[config.mk]
export PLATFORM = sky130hd
export DESIGN_NAME = cpu_trace_buffer
export DESIGN_NICKNAME = d
export VERILOG_FILES = /design/src/rtl/cpu_trace_buffer.sv
export SDC_FILE = /design/constraint.sdc
export NUM_CORES = 1
export LEC_CHECK = 0
export CAP_MARGIN = 20
export CORE_MARGIN = 8
export CORE_UTILIZATION = 60
export CTS_CLUSTER_SIZE = 16
export DETAILED_ROUTE_END_ITERATION = 8
export GPL_TIMING_DRIVEN = 0
export PLACE_DENSITY = 0.78
export SYNTH_ARGS = -nofsm -noshare
export SYNTH_HDL_FRONTEND = slang
export SYNTH_SLANG_ARGS = --single-unit
[constraint.sdc]
create_clock -name clock -period 10.75 [get_ports clock]
set_input_delay 1.075 -clock clock [delete_from_list [all_inputs] [get_ports clock]]
set_output_delay 1.075 -clock clock [all_outputs]
set_load 0.03 [all_outputs]
[src/rtl/cpu_trace_buffer.sv]
// cpu_trace_buffer: retirement-trace capture for the multicycle MIPS CPU.
// Logs one {pc, reg, data} record per register-file write into a show-ahead FIFO.
// The FIFO drains over a valid/ready port. It only observes the CPU and never stalls it.
// Optional feature: define TRACE_TIMESTAMP_EN to add a free-running cycle counter.
// With that macro defined, each record also carries the counter value in trace_time.
module cpu_trace_buffer #(
    parameter int unsigned DEPTH       = 16,
    parameter logic [6:0]  FETCH_STATE = 7'd0,
    parameter int unsigned DROP_W      = 16
) (
    input  logic                     clock,
    input  logic                     reset,
    input  logic [6:0]               estado,
    input  logic [31:0]              pc_in,
    input  logic                     wb_en,
    input  logic [4:0]               wb_addr,
    input  logic [31:0]              wb_data,
    input  logic                     trace_en,
    input  logic                     clear,
    output logic                     trace_valid,
    input  logic                     trace_ready,
    output logic [31:0]              trace_pc,
    output logic [4:0]               trace_reg,
    output logic [31:0]              trace_data,
    output logic [$clog2(DEPTH):0]   level,
    output logic [DROP_W-1:0]        drop_count
`ifdef TRACE_TIMESTAMP_EN
    ,
    output logic [31:0]              trace_time
`endif
);

    localparam int unsigned AW = $clog2(DEPTH);
    localparam logic [AW:0] PtrOne = 1;
    localparam logic [DROP_W-1:0] DropOne = 1;
    localparam logic [DROP_W-1:0] DropMax = '1;

    logic [AW:0]        wr_ptr_q, rd_ptr_q;
    logic [DROP_W-1:0]  drop_q;
    logic [31:0]        cur_pc_q;
    logic [6:0]         prev_state_q;

    logic [31:0]        mem_pc   [DEPTH];
    logic [4:0]         mem_reg  [DEPTH];
    logic [31:0]        mem_data [DEPTH];

    logic [AW-1:0]      wr_idx, rd_idx;
    logic               full, push_req, pop, push_ok, drop, fetch_edge;

`ifdef TRACE_TIMESTAMP_EN
    logic [31:0]        time_q;
    logic [31:0]        mem_time [DEPTH];
`endif

    // FIFO status and push/pop qualification
    always_comb begin
        wr_idx      = wr_ptr_q[AW-1:0];
        rd_idx      = rd_ptr_q[AW-1:0];
        level       = wr_ptr_q - rd_ptr_q;
        full        = (wr_ptr_q[AW] != rd_ptr_q[AW]) && (wr_idx == rd_idx);
        trace_valid = (level != '0);
        push_req    = trace_en && wb_en && (wb_addr != 5'd0);
        pop         = trace_valid && trace_ready;
        // A same-cycle pop frees the slot that a push into a full FIFO needs
        push_ok     = push_req && (!full || pop);
        drop        = push_req && full && !pop;
        fetch_edge  = (estado == FETCH_STATE) && (prev_state_q != FETCH_STATE);
        drop_count  = drop_q;
    end

    // Head record shown ahead. All fields read zero while the FIFO is empty.
    always_comb begin
        trace_pc   = trace_valid ? mem_pc[rd_idx]   : '0;
        trace_reg  = trace_valid ? mem_reg[rd_idx]  : '0;
        trace_data = trace_valid ? mem_data[rd_idx] : '0;
`ifdef TRACE_TIMESTAMP_EN
        trace_time = trace_valid ? mem_time[rd_idx] : '0;
`endif
    end

    // Pointers and drop counter. Clear flushes the FIFO but leaves PC tracking alone.
    always_ff @(posedge clock) begin
        if (reset) begin
            wr_ptr_q <= '0;
            rd_ptr_q <= '0;
            drop_q   <= '0;
        end else if (clear) begin
            wr_ptr_q <= '0;
            rd_ptr_q <= '0;
            drop_q   <= '0;
        end else begin
            if (push_ok) wr_ptr_q <= wr_ptr_q + PtrOne;
            if (pop)     rd_ptr_q <= rd_ptr_q + PtrOne;
            if (drop && drop_q != DropMax) drop_q <= drop_q + DropOne;
        end
    end

    // Latch the instruction PC on fetch entry only. A record logged on the same edge keeps the old PC.
    always_ff @(posedge clock) begin
        if (reset) begin
            cur_pc_q     <= '0;
            prev_state_q <= '0;
        end else begin
            if (fetch_edge) cur_pc_q <= pc_in;
            prev_state_q <= estado;
        end
    end

    // Record storage needs no reset because the pointers gate visibility
    always_ff @(posedge clock) begin
        if (!reset && !clear && push_ok) begin
            mem_pc[wr_idx]   <= cur_pc_q;
            mem_reg[wr_idx]  <= wb_addr;
            mem_data[wr_idx] <= wb_data;
`ifdef TRACE_TIMESTAMP_EN
            mem_time[wr_idx] <= time_q;
`endif
        end
    end

`ifdef TRACE_TIMESTAMP_EN
    // Free-running cycle counter. It wraps naturally and clear does not reset it.
    always_ff @(posedge clock) begin
        if (reset) time_q <= '0;
        else       time_q <= time_q + 32'd1;
    end
`endif

endmodule

After elaboration in Yosys (flattened, before gate mapping)
Memory sizes are Yosys's and may differ from the RTL's. A register that Yosys moved wholly into a read port is not among the register bits.
Index checks and enable logic that the tools add are counted.
Widths: inputs -> output; s select.
{ "classes": {"addsub": 4, "eq_ne": 3, "mux": 11, "reduce_logical": 21} }
{ "op_table": {"columns": ["op", "count"], "rows": [
  ["$mux 32", 2],
  ["$mux 4", 6],
  ["$add 16x1->16 const B", 1],
  ["$ne 16x16->1 const B", 1],
  ["$logic_and 1x1->1", 11],
  ["$add 5x1->5 const B", 2],
  ["$reduce_bool 5->1", 2],
  ["$logic_not 7->1", 1],
  ["$reduce_bool 7->1", 1],
  ["$mux 5", 1],
  ["$sub 5x5->5", 1],
  ["$eq 4x4->1", 1],
  ["$logic_not 1->1", 4],
  ["$mux 1", 2],
  ["$reduce_or 2->1", 1],
  ["$logic_or 1x1->1", 1],
  ["$ne 1x1->1", 1]
]} }
{ "word_totals": {"ff_bits": 65, "ram_bits": 1104, "inputBits": 82, "output_inout_bits": 91, "wordCells": 47, "mem_count": 3} }
{ "mem_list": {"columns": ["name", "depth", "width", "read_ports", "rd_ports_with_merged_regs", "write_ports", "line", "source"], "rows": [
  ["mem_data", 16, 32, 1, 1, 1, "45", "logic [31:0] mem_data [DEPTH];"],
  ["mem_pc", 16, 32, 1, 1, 1, "43", "logic [31:0] mem_pc [DEPTH];"],
  ["mem_reg", 16, 5, 1, 1, 1, "44", "logic [4:0] mem_reg [DEPTH];"]
]} }

Depth between registers and ports, before layout
Gate-level depths: netlist of the first run.
{ "logic_depth": {"depth_word": 8, "mapped_depth": 11, "mapped_depth_nobuf": 10} }

Least setup slack after synthesis of the first run
Ideal clock, no wire load.
{ "synth_timing": {"kind": "input to register", "startpoint": "input port reset", "endpoint": "memory mem_data[0][0], enable pin", "setup_ps": 581, "arrival_time_ps": 6555, "t_required_ps": 10169, "slack_ps": 3614, "stages": 5, "n_path_buf": 1, "path_cell_list": "clkbuf_1 nor2_1 and2_1 nand2_1 nor3_1"} }
{ "synth_between": {"elab_chain_cells": 5} }
{ "synth_lines": {"columns": ["item", "line", "source"], "rows": [
  ["from (decl)", "12", "input logic reset,"],
  ["$logic_not 1->1", "111", "if (!reset && !clear && push_ok) begin"],
  ["$logic_and 1x1->1 (2 in series)", "111", null],
  ["$mux 1", "111", null],
  ["$mux 1 (implied by the code)", "114", "mem_data[wr_idx] <= wb_data;"],
  ["to (decl)", "45", null]
]} }
No other way between the ends.

Final worst setup path of the first run
{ "layout_timing": {"startpoint": "register wr_ptr_q[0]", "endpoint": "output port trace_pc[28]"} }
{ "layout_between": {"elab_chain_cells": 3} }
{ "layout_lines": {"columns": ["item", "line", "source"], "rows": [
  ["from (decl)", "38", "logic [AW:0] wr_ptr_q, rd_ptr_q;"],
  ["from (signal assigned)", "92", "if (push_ok) wr_ptr_q <= wr_ptr_q + PtrOne;"],
  ["$sub 5x5->5", "59", "level = wr_ptr_q - rd_ptr_q;"],
  ["$reduce_bool 5->1", "61", "trace_valid = (level != '0);"],
  ["$mux 32", "73", "trace_pc = trace_valid ? mem_pc[rd_idx] : '0;"],
  ["to (decl)", "22", "output logic [31:0] trace_pc,"]
]} }
No other way between the ends.

==> metrics.yaml, run 1 <==
dpl_cell_area_um2: 49100
fin_worst_hold_slack_ps: 512
timing.fmax_ghz: 0.163
wl_mm: 114
clkSinkCount: 1173
die_area_um2: 83600
fin_crit_sh_pct: 57.0
relSlewSlack_pct: 29.3
cts_root_buf: "clkbuf_16"
drive_gt1_share_pct: 26.4
fin_ws_ps: 4630
r2r-start: "wr_ptr_q[0]"
rr_worst_depth: 11
worstMarginPinSlew_ps: 1060
outcome: "completed"
viasPerCell: 6.74
grt_pass1_vias: 23500
p_leak_nw: 17.0
vdd_drop_max_mv: 0.127
synthDistinctLibCells: 37
path_depth: 10
syn_nets: 2034
synth_top_area_share_pct: 74.1
cts_hold_buf: 0
first_pass_iters: 7
postCtsSetupBuffers: 0
power_mw: 9.16
skew_ps: 24.3
yosys_warnings: 0
finalSetupViolations: 0
netlist_instances: 1941
nets: 2399
cp_top_family: "buffers and inverters"
crit_required_ps: 9680
antenna_found_initial: 9
cts_max_path_buffers: 3
drv_cap: 0
numCtsBuffers: 111
place.gp.congestion: 0.800
crit_fanout: 10
portBuffers: 171
cpPeakStageDelay_ps: 640
grt_usage_pct: 27.6
hp-class: "flip-flop to flip-flop"
yosysSeqAreaShare_pct: 77.1
initial_core_util_pct: 60.3
final_antenna_net_count: 0
gr-total-overflow: 0
critPathKind: "flip-flop to output port"
detail_route.iter0.violations: 2882
grt_start_max_net_pins: 25
synthArstFlopShare_pct: 0
rsz0062_at_grt: "false"
synth_most_common_cell: "edfxtp_1"
die_h_um: 289
die_w_um: 289
netlist_top_cells_area: "edfxtp_1, mux4_2, dfxtp_1"
hold_violations: 0
dp_hpwl_mm: 68.0
r2r_slack_ps: 6980
h-tree-depth: 3
grt_pass1_wl_mm: 164
rows: 100
worstReg2RegEnd: "mem_data[0][20]"
cp_slowest_cell: "clkdlybuf4s50_1"
drc: 0
fin_crit_ps: 6120
core_um2: 74200
cts_resized: 0
cp-endpoint: "trace_pc[28]"
cp.buffers_inverters: 5
slew_violations: 0
syn_avg_cell_area_um2: 23.1
io_pins: 173
tns_ps: 0
routedWlPerCell_um: 33.9
final_cell_area_um2: 52600
cp-start-kind: "flip-flop"
clk_latency_ps: 670
synth_seq_cells: 1173
startpoint: "wr_ptr_q[0]"
area_delta_synth_final_pct: 17.5
cts_tree: "yes"
endpoint_kind: "output port"
synth_area_um2: 44800
place_ws_ps: 5500
crit_chain: "inv_1, ha_1, inv_1, fa_1, or3_4, nor3_1, inv_1, clkbuf_1, and2_1, clkdlybuf4s50_1"
synth_edf_count: 1104
cp.arrival_ps: 5050
yosys-top-cells-count: "edfxtp_1, mux4_2, and2_1, dfxtp_1, clkbuf_1"
vias: 22700
path_common_cell: "inv_1"
synth-main-ff-cell: "edfxtp_1"
power.density_nw_per_um2: 174
synth_top_area_cell: "edfxtp_1"
path_clk_slew_ps: 60
cells by family after synthesis:
kind of cell / after synthesis / share of synthesized area, %
DFF: 1173 / 77.1
muxes: 380 / 18.1
and+or+nand+nor: 215 / 2.60
buffers and inverters: 111 / 1.06
AOI/OAI and AO/OA: 43 / 0.587
adders and majority gates: 11 / 0.324
xor gates and xnor gates: 8 / 0.157
layer usage:
layer	GRT usage, %	share of wire, %	vias up
li1	-	-	8958
met1	34.0	34	12000
met2	49.2	53	1493
met3	4.93	8.9	270
met4	9.80	3.7	6
met5	0	0.038	-
power breakdown:
part	total, mW	leakage [nW]	switching [mW]	internal, mW
sequential	4.97	11.5	0.00423	4.97
clock	3.75	1.68	1.65	2.10
combinational	0.437	3.88	0.261	0.176
total	9.16	17.0	1.91	7.24
cell usage in the layout, fill, tap and decap left out, drive strengths merged, types with 3 or more instances in the layout:
cell type,instances
a21oi,18
and2,70
and3,3
buf,123
bufinv,7
clkbuf,203
clkdlybuf4s50,171
clkinv,50
dfxtp,69
diode,6
edfxtp,1104
ha,10
inv,11
mux2i,35
mux4,345
nand2,18
nand2b,3
nand3,12
nand4,6
nor2,56
nor2b,7
nor3,9
o21ai,8
o31ai,12
or3,13
or4,10
xor2,6
final cells by class:
type,count,area (µm²)
fillers,4177,21600
plain buffers,102,440
multi-input cells,657,9870
clock buffers,143,2960
well taps,969,1210
clock inverters,61,479
inverters,9,33.8
flip-flops and latches,1173,34500
diodes,6,15.0
repair buffers,252,3070
worst min-delay path: stages, from the launching register on:
cell     delay, ps
dfxtp_1        330
o31ai_1         70
a21oi_1         60
through the flow:
stage / cells / utilization [%]
2_1_floorplan: 1941 / -
3_5_place_dp: 3158 / 66.2
5_1_grt: 3368 / 70.9
6_report: 3372 / 70.9
3_3_place_gp: 3081 / 64.3
4_1_cts: 3362 / 70.8
worst min-delay path by stage:
stage / startpoint / endpoint / slack (ps) / depth (start not counted)
2_1_floorplan: rd_ptr_q[4] / rd_ptr_q[4] / 470 / 2
3_3_place_gp: drop_count[9] / drop_count[9] / 470 / 2
3_5_place_dp: rd_ptr_q[4] / rd_ptr_q[4] / 500 / 2
4_1_cts: drop_count[9] / drop_count[9] / 510 / 2
5_1_grt: rd_ptr_q[4] / rd_ptr_q[4] / 530 / 2
6_report: drop_count[9] / drop_count[9] / 510 / 2
Note: power is estimated with default switching activity, not from simulation.
==> run 2, diff against run 1 <==
--- a/config.mk
+++ b/config.mk
@@ -7,11 +7,11 @@
 export LEC_CHECK = 0
 export CAP_MARGIN = 20
 export CORE_MARGIN = 8
-export CORE_UTILIZATION = 60
+export CORE_UTILIZATION = 55
 export CTS_CLUSTER_SIZE = 16
 export DETAILED_ROUTE_END_ITERATION = 8
 export GPL_TIMING_DRIVEN = 0
-export PLACE_DENSITY = 0.78
+export PLACE_DENSITY = 0.75
 export SYNTH_ARGS = -nofsm -noshare
 export SYNTH_HDL_FRONTEND = slang
 export SYNTH_SLANG_ARGS = --single-unit
==> constraint.sdc (replaced) <==
create_clock -name clock -period 4.95 [get_ports clock]
set_input_delay 0.495 -clock clock [delete_from_list [all_inputs] [get_ports clock]]
set_output_delay 0.495 -clock clock [all_outputs]
set_load 0.03 [all_outputs]
==> run 2 against run 1 <==
Compared with the run above:
- global-route usage is 3.7 points lower
- setup slack worse by 4500 ps
- highest routed layer unchanged
- via count is 3.0% lower
- largest cell class unchanged
- hold slack worse by 98 ps
- largest power group unchanged
- routed wire length is 5.0% lower
- first-iteration DRC count is 16% lower
- total power is 120% higher
- non-clock buffer count is 17 lower
- register-to-register slack worse by 5500 ps
==> metrics.yaml, run 2 (synthesis results as in run 1) <==
h-tree-depth: 3
final_antenna_net_count: 0
fin_crit_sh_pct: 96.8
die_h_um: 301
grt_pass1_vias: 23600
antenna_found_initial: 4
core_um2: 80500
grt_start_max_net_pins: 23
cp_top_family: "buffers and inverters"
outcome: "completed"
p_leak_nw: 17.0
vias: 22100
power.density_nw_per_um2: 378
initial_core_util_pct: 55.6
hold_violations: 0
tns_ps: 0
clkSinkCount: 1173
mostFrequentLayoutCell: "edfxtp_1"
cts_max_path_buffers: 3
fin_worst_hold_slack_ps: 414
fin_cells: 3440
cpPeakStageDelay_ps: 640
path_clk_slew_ps: 60
portBuffers: 171
worstMarginPinSlew_ps: 1010
crit_required_ps: 4450
dp_cells: 3233
place.gp.congestion: 0.869
path_common_cell: "inv_1"
cts_tree: "yes"
wl_mm: 109
gr-total-overflow: 0
numCtsBuffers: 109
routedWlPerCell_um: 31.6
dp_hpwl_mm: 65.5
finalSetupViolations: 0
postCtsSetupBuffers: 0
viasPerCell: 6.41
fin_crit_ps: 4790
drc: 0
drive_gt1_share_pct: 26.8
fillerInstances: 4946
die_w_um: 301
relSlewSlack_pct: 32.4
timing.fmax_ghz: 0.209
cp.buffers_inverters: 5
cp_slowest_cell: "clkdlybuf4s50_1"
fin_ws_ps: 159
first_pass_iters: 8
rows: 104
die_area_um2: 90800
crit_chain: "inv_1, ha_1, inv_1, fa_1, or3_4, nor3_2, inv_4, clkbuf_2, and2_1, clkdlybuf4s50_1"
detail_route.iter0.violations: 2428
crit_fanout: 10
endpoint_kind: "output port"
place_ws_ps: 356
cp-start-kind: "flip-flop"
grt_usage_pct: 23.9
rsz0062_at_grt: "false"
hp-class: "primary input to flip-flop"
critPathKind: "flip-flop to output port"
io_pins: 173
grt_pass1_wl_mm: 157
layout_common_cells: "edfxtp_1, mux4_2, clkdlybuf4s50_1"
cts_root_buf: "clkbuf_16"
cp.arrival_ps: 4300
vdd_drop_max_mv: 0.295
slew_violations: 0
clk_latency_ps: 670
area_delta_synth_final_pct: 18.1
drv_cap: 0
power_mw: 20.0
skew_ps: 31.4
nets: 2380
==> run 2: cell types whose count changed in the layout (fill, tap and decap cells not counted), sizes merged <==
cell	change
buf	-18
clkinv	-7
diode	-3
bufinv	+2
clkinvlp	+2
inv	+1
==> run 2: final cells by class <==
type / count / area [µm²] / area share (%)
clock buffer: 142 / 2980 / 5.63
clock inverter: 59 / 531 / 1.00
multi-input combinational: 657 / 9900 / 18.7
buffer: 102 / 458 / 0.866
inverter: 9 / 36.3 / 0.0686
timing repair buffer: 235 / 3100 / 5.86
sequential: 1173 / 34500 / 65.3
antenna: 3 / 7.51 / 0.0142
tap: 1060 / 1330 / 2.51
==> run 2: timing repair <==
action / CTS / global route
gates cloned: 0 / 0
setup endpoints to repair: 70 / 60
hold buffers: 0 / 0
gates resized for setup: 8 / 22
==> run 2: metal layers <==
layer | wire length [µm] | part of all wire [%] | vias up | global-route usage, %
met5 | 13 | 0.012 | - | 0.270
met4 | 3970 | 3.6 | 2 | 9.64
met3 | 11500 | 11 | 274 | 6.10
met2 | 53500 | 49 | 1365 | 39.1
met1 | 39700 | 37 | 11500 | 30.8
li1 | - | - | 8898 | -
==> run 2: worst paths after layout <==
kind | from | end | slack [ps] | cells past startpoint
setup / recovery | wr_ptr_q[0] | trace_pc[31] | 160 | 10
hold / removal | estado[6] | prev_state_q[6] | 410 | 2
setup reg to reg | wr_ptr_q[0] | mem_data[4][27] | 1530 | 9
hold reg to reg | drop_count[15] | drop_count[15] | 500 | 2
==> run 2: where the power goes <==
part           total [mW]  switching, mW  internal (mW)
Combinational       0.941          0.554          0.387
Clock                8.27           3.57           4.70
Sequential           10.8        0.00858           10.8
==> run 2: per-stage QoR <==
stage	instance area (µm²)	util [%]
2_1_floorplan	44800	-
3_3_place_gp	47800	59.4
3_5_place_dp	49300	61.2
4_1_cts	52800	65.6
5_1_grt	52900	65.6
6_report	52900	65.6
==> run 2: worst reg2reg max path, cell delays in order, from the launching register on <==
cell and delay [ps]:
dfxtp_1 420, inv_1 130, ha_1 330, nand4_1 120, o31a_1 270, and2_1 250
nand2_1 280, nor2_4 780, buf_12 280, buf_12 230
==> run 3, diff against run 2 <==
==> constraint.sdc (replaced) <==
create_clock -name clock -period 4.95 [get_ports clock]
set_input_delay 0.495 -clock clock [delete_from_list [all_inputs] [get_ports clock]]
set_output_delay 0.495 -clock clock [all_outputs]
set_load 0.05 [all_outputs]
==> run 3 against run 2 <==
Compared with the run above:
- total power is 0.46% higher
- routed wire length about the same
- clock power hardly changed
- sequential power barely moved
- setup slack better by 9.7 ps
- hold slack hardly changed
==> metrics.yaml, run 3 (synthesis results as in run 1) <==
detail_route.iter0.violations: 2524
place.gp.congestion: 0.869
cp.arrival_ps: 4290
cpPeakStageDelay_ps: 700
rsz0062_at_grt: "false"
vdd_drop_max_mv: 0.297
dpl_cell_area_um2: 49300
wl_mm: 109
crit_required_ps: 4450
die_h_um: 301
crit_fanout: 10
drv_cap: 0
dp_hpwl_mm: 65.5
clk_latency_ps: 670
path_common_cell: "inv_1"
endpoint_kind: "output port"
power.density_nw_per_um2: 380
wl_met1_mm: 39.3
r2r-start: "wr_ptr_q[0]"
initial_core_util_pct: 55.6
nets: 2380
fin_worst_hold_slack_ps: 414
die_area_um2: 90800
pwr-share-seq_pct: 53.7
crit_chain: "inv_1, ha_1, inv_1, fa_1, or3_4, nor3_2, inv_2, clkbuf_2, and2_1, clkdlybuf4s50_1"
wl_met3_mm: 11.7
power.share.clock_pct: 41.1
skew_ps: 29.4
grt_usage_pct: 23.9
route.met2.wl_mm: 53.7
rows: 104
finalSetupViolations: 0
mostFrequentLayoutCell: "edfxtp_1"
cts_hold_buf: 0
antenna_found_initial: 5
cp.buffers_inverters: 5
h-tree-depth: 3
grt_pass1_vias: 23600
critPathKind: "flip-flop to output port"
p_leak_nw: 17.5
cp_slowest_cell: "clkdlybuf4s50_1"
drive_gt1_share_pct: 27.1
fin_crit_ps: 4780
vias: 22000
gr-total-overflow: 0
fin_crit_sh_pct: 96.6
cp-start-kind: "flip-flop"
area_delta_synth_final_pct: 18.2
hold_violations: 0
fin_ws_ps: 169
final_cell_area_um2: 52900
viasPerCell: 6.39
drc: 0
p_sw_mw: 4.23
worstMarginPinSlew_ps: 1020
hold_start: "reset"
cts_root_buf: "clkbuf_16"
fillerInstances: 4945
io_pins: 173
postCtsSetupBuffers: 0
first_pass_iters: 6
startpoint: "wr_ptr_q[0]"
hp-class: "primary input to flip-flop"
outcome: "completed"
numCtsBuffers: 109
path_clk_slew_ps: 60
routedWlPerCell_um: 31.6
switching_share_pct: 21.1
cts_tree: "yes"
layout_common_cells: "edfxtp_1, mux4_2, clkdlybuf4s50_1"
die_w_um: 301
final_antenna_net_count: 0
internal-power_mw: 15.9
cts_max_path_buffers: 3
top_layer_used: "met5"
cp_top_family: "buffers and inverters"
grt_start_max_net_pins: 23
timing.fmax_ghz: 0.209
core_um2: 80500
relSlewSlack_pct: 31.9
grt_pass1_wl_mm: 157
portBuffers: 171
clkSinkCount: 1173
slew_violations: 0
power_frac_comb_pct: 5.2
place_ws_ps: 248
-- run 3: cell types whose count changed in the layout (fill, tap and decap cells not counted), moves of 5 or more --
cell             before  now
clkdlybuf4s50_1     171  143
dlymetal6s2s_1        0   27
clkbuf_1             73   67
clkbuf_2             14   19
-- run 3: path summary, 6_finish.rpt --
path         depth (start not counted)  slack (ps)         endpoint
min reg2reg                          2         500      rd_ptr_q[4]
min                                  3         410   drop_count[15]
max reg2reg                          9        1550  mem_data[4][27]
max                                 10         170      trace_pc[4]
-- run 3: worst register-to-register path: stages, from the launching register on --
cell	delay, ps
dfxtp_1	420
inv_1	130
ha_1	340
nand4_1	120
o31a_1	260
and2_1	240
nand2_1	270
nor2_4	780
buf_12	280
buf_12	230
-- run 3: area by class of cell --
type / instances / area (µm²) / area share, %
sequential: 1173 / 34500 / 65.2
multi-input combinational: 657 / 9900 / 18.7
timing repair buffer: 235 / 3160 / 5.98
clock buffer: 142 / 2980 / 5.63
tap: 1060 / 1330 / 2.51
clock inverter: 59 / 531 / 1.00
buffer: 102 / 464 / 0.877
inverter: 9 / 33.8 / 0.0638
antenna: 2 / 5.00 / 0.00945
-- run 3: per-layer routing --
metal	vias to the layer above	global-route usage, %
met2	1363	39.2
li1	8903	-
met3	269	6.09
met4	2	9.47
met5	-	0.270
met1	11400	30.8
-- run 3: power by group through the flow --
| stage | Combinational [mW] | Sequential (mW) | Clock (mW) |
|---|---|---|---|
| 6_report | 1.04 | 10.8 | 8.27 |
| 5_1_grt | 1.10 | 10.8 | 8.70 |
| 4_1_cts | 1.05 | 10.8 | 8.35 |
| 3_5_place_dp | 1.04 | 11.0 | 0 |
| 3_3_place_gp | 1.02 | 11.0 | 0 |
| 2_1_floorplan | 0.599 | 11.0 | 0 |
-- run 3: repair_timing --
| item | in CTS | in global routing |
|---|---|---|
| hold endpoints to repair | 0 | 0 |
| endpoints found under the setup margin | 70 | 36 |
| resized for setup | 21 | 29 |
-- run 3: per-stage QoR --
step           setup TNS [ps]  instances  utilization [%]  total power, mW
5_1_grt                     0       3438             65.7             20.6
4_1_cts                     0       3434             65.6             20.2
2_1_floorplan               0       1941                -             11.6
3_3_place_gp         -4911970       3172             59.4             12.0
6_report                    0       3439             65.7             20.1
3_5_place_dp                0       3233             61.2             12.0
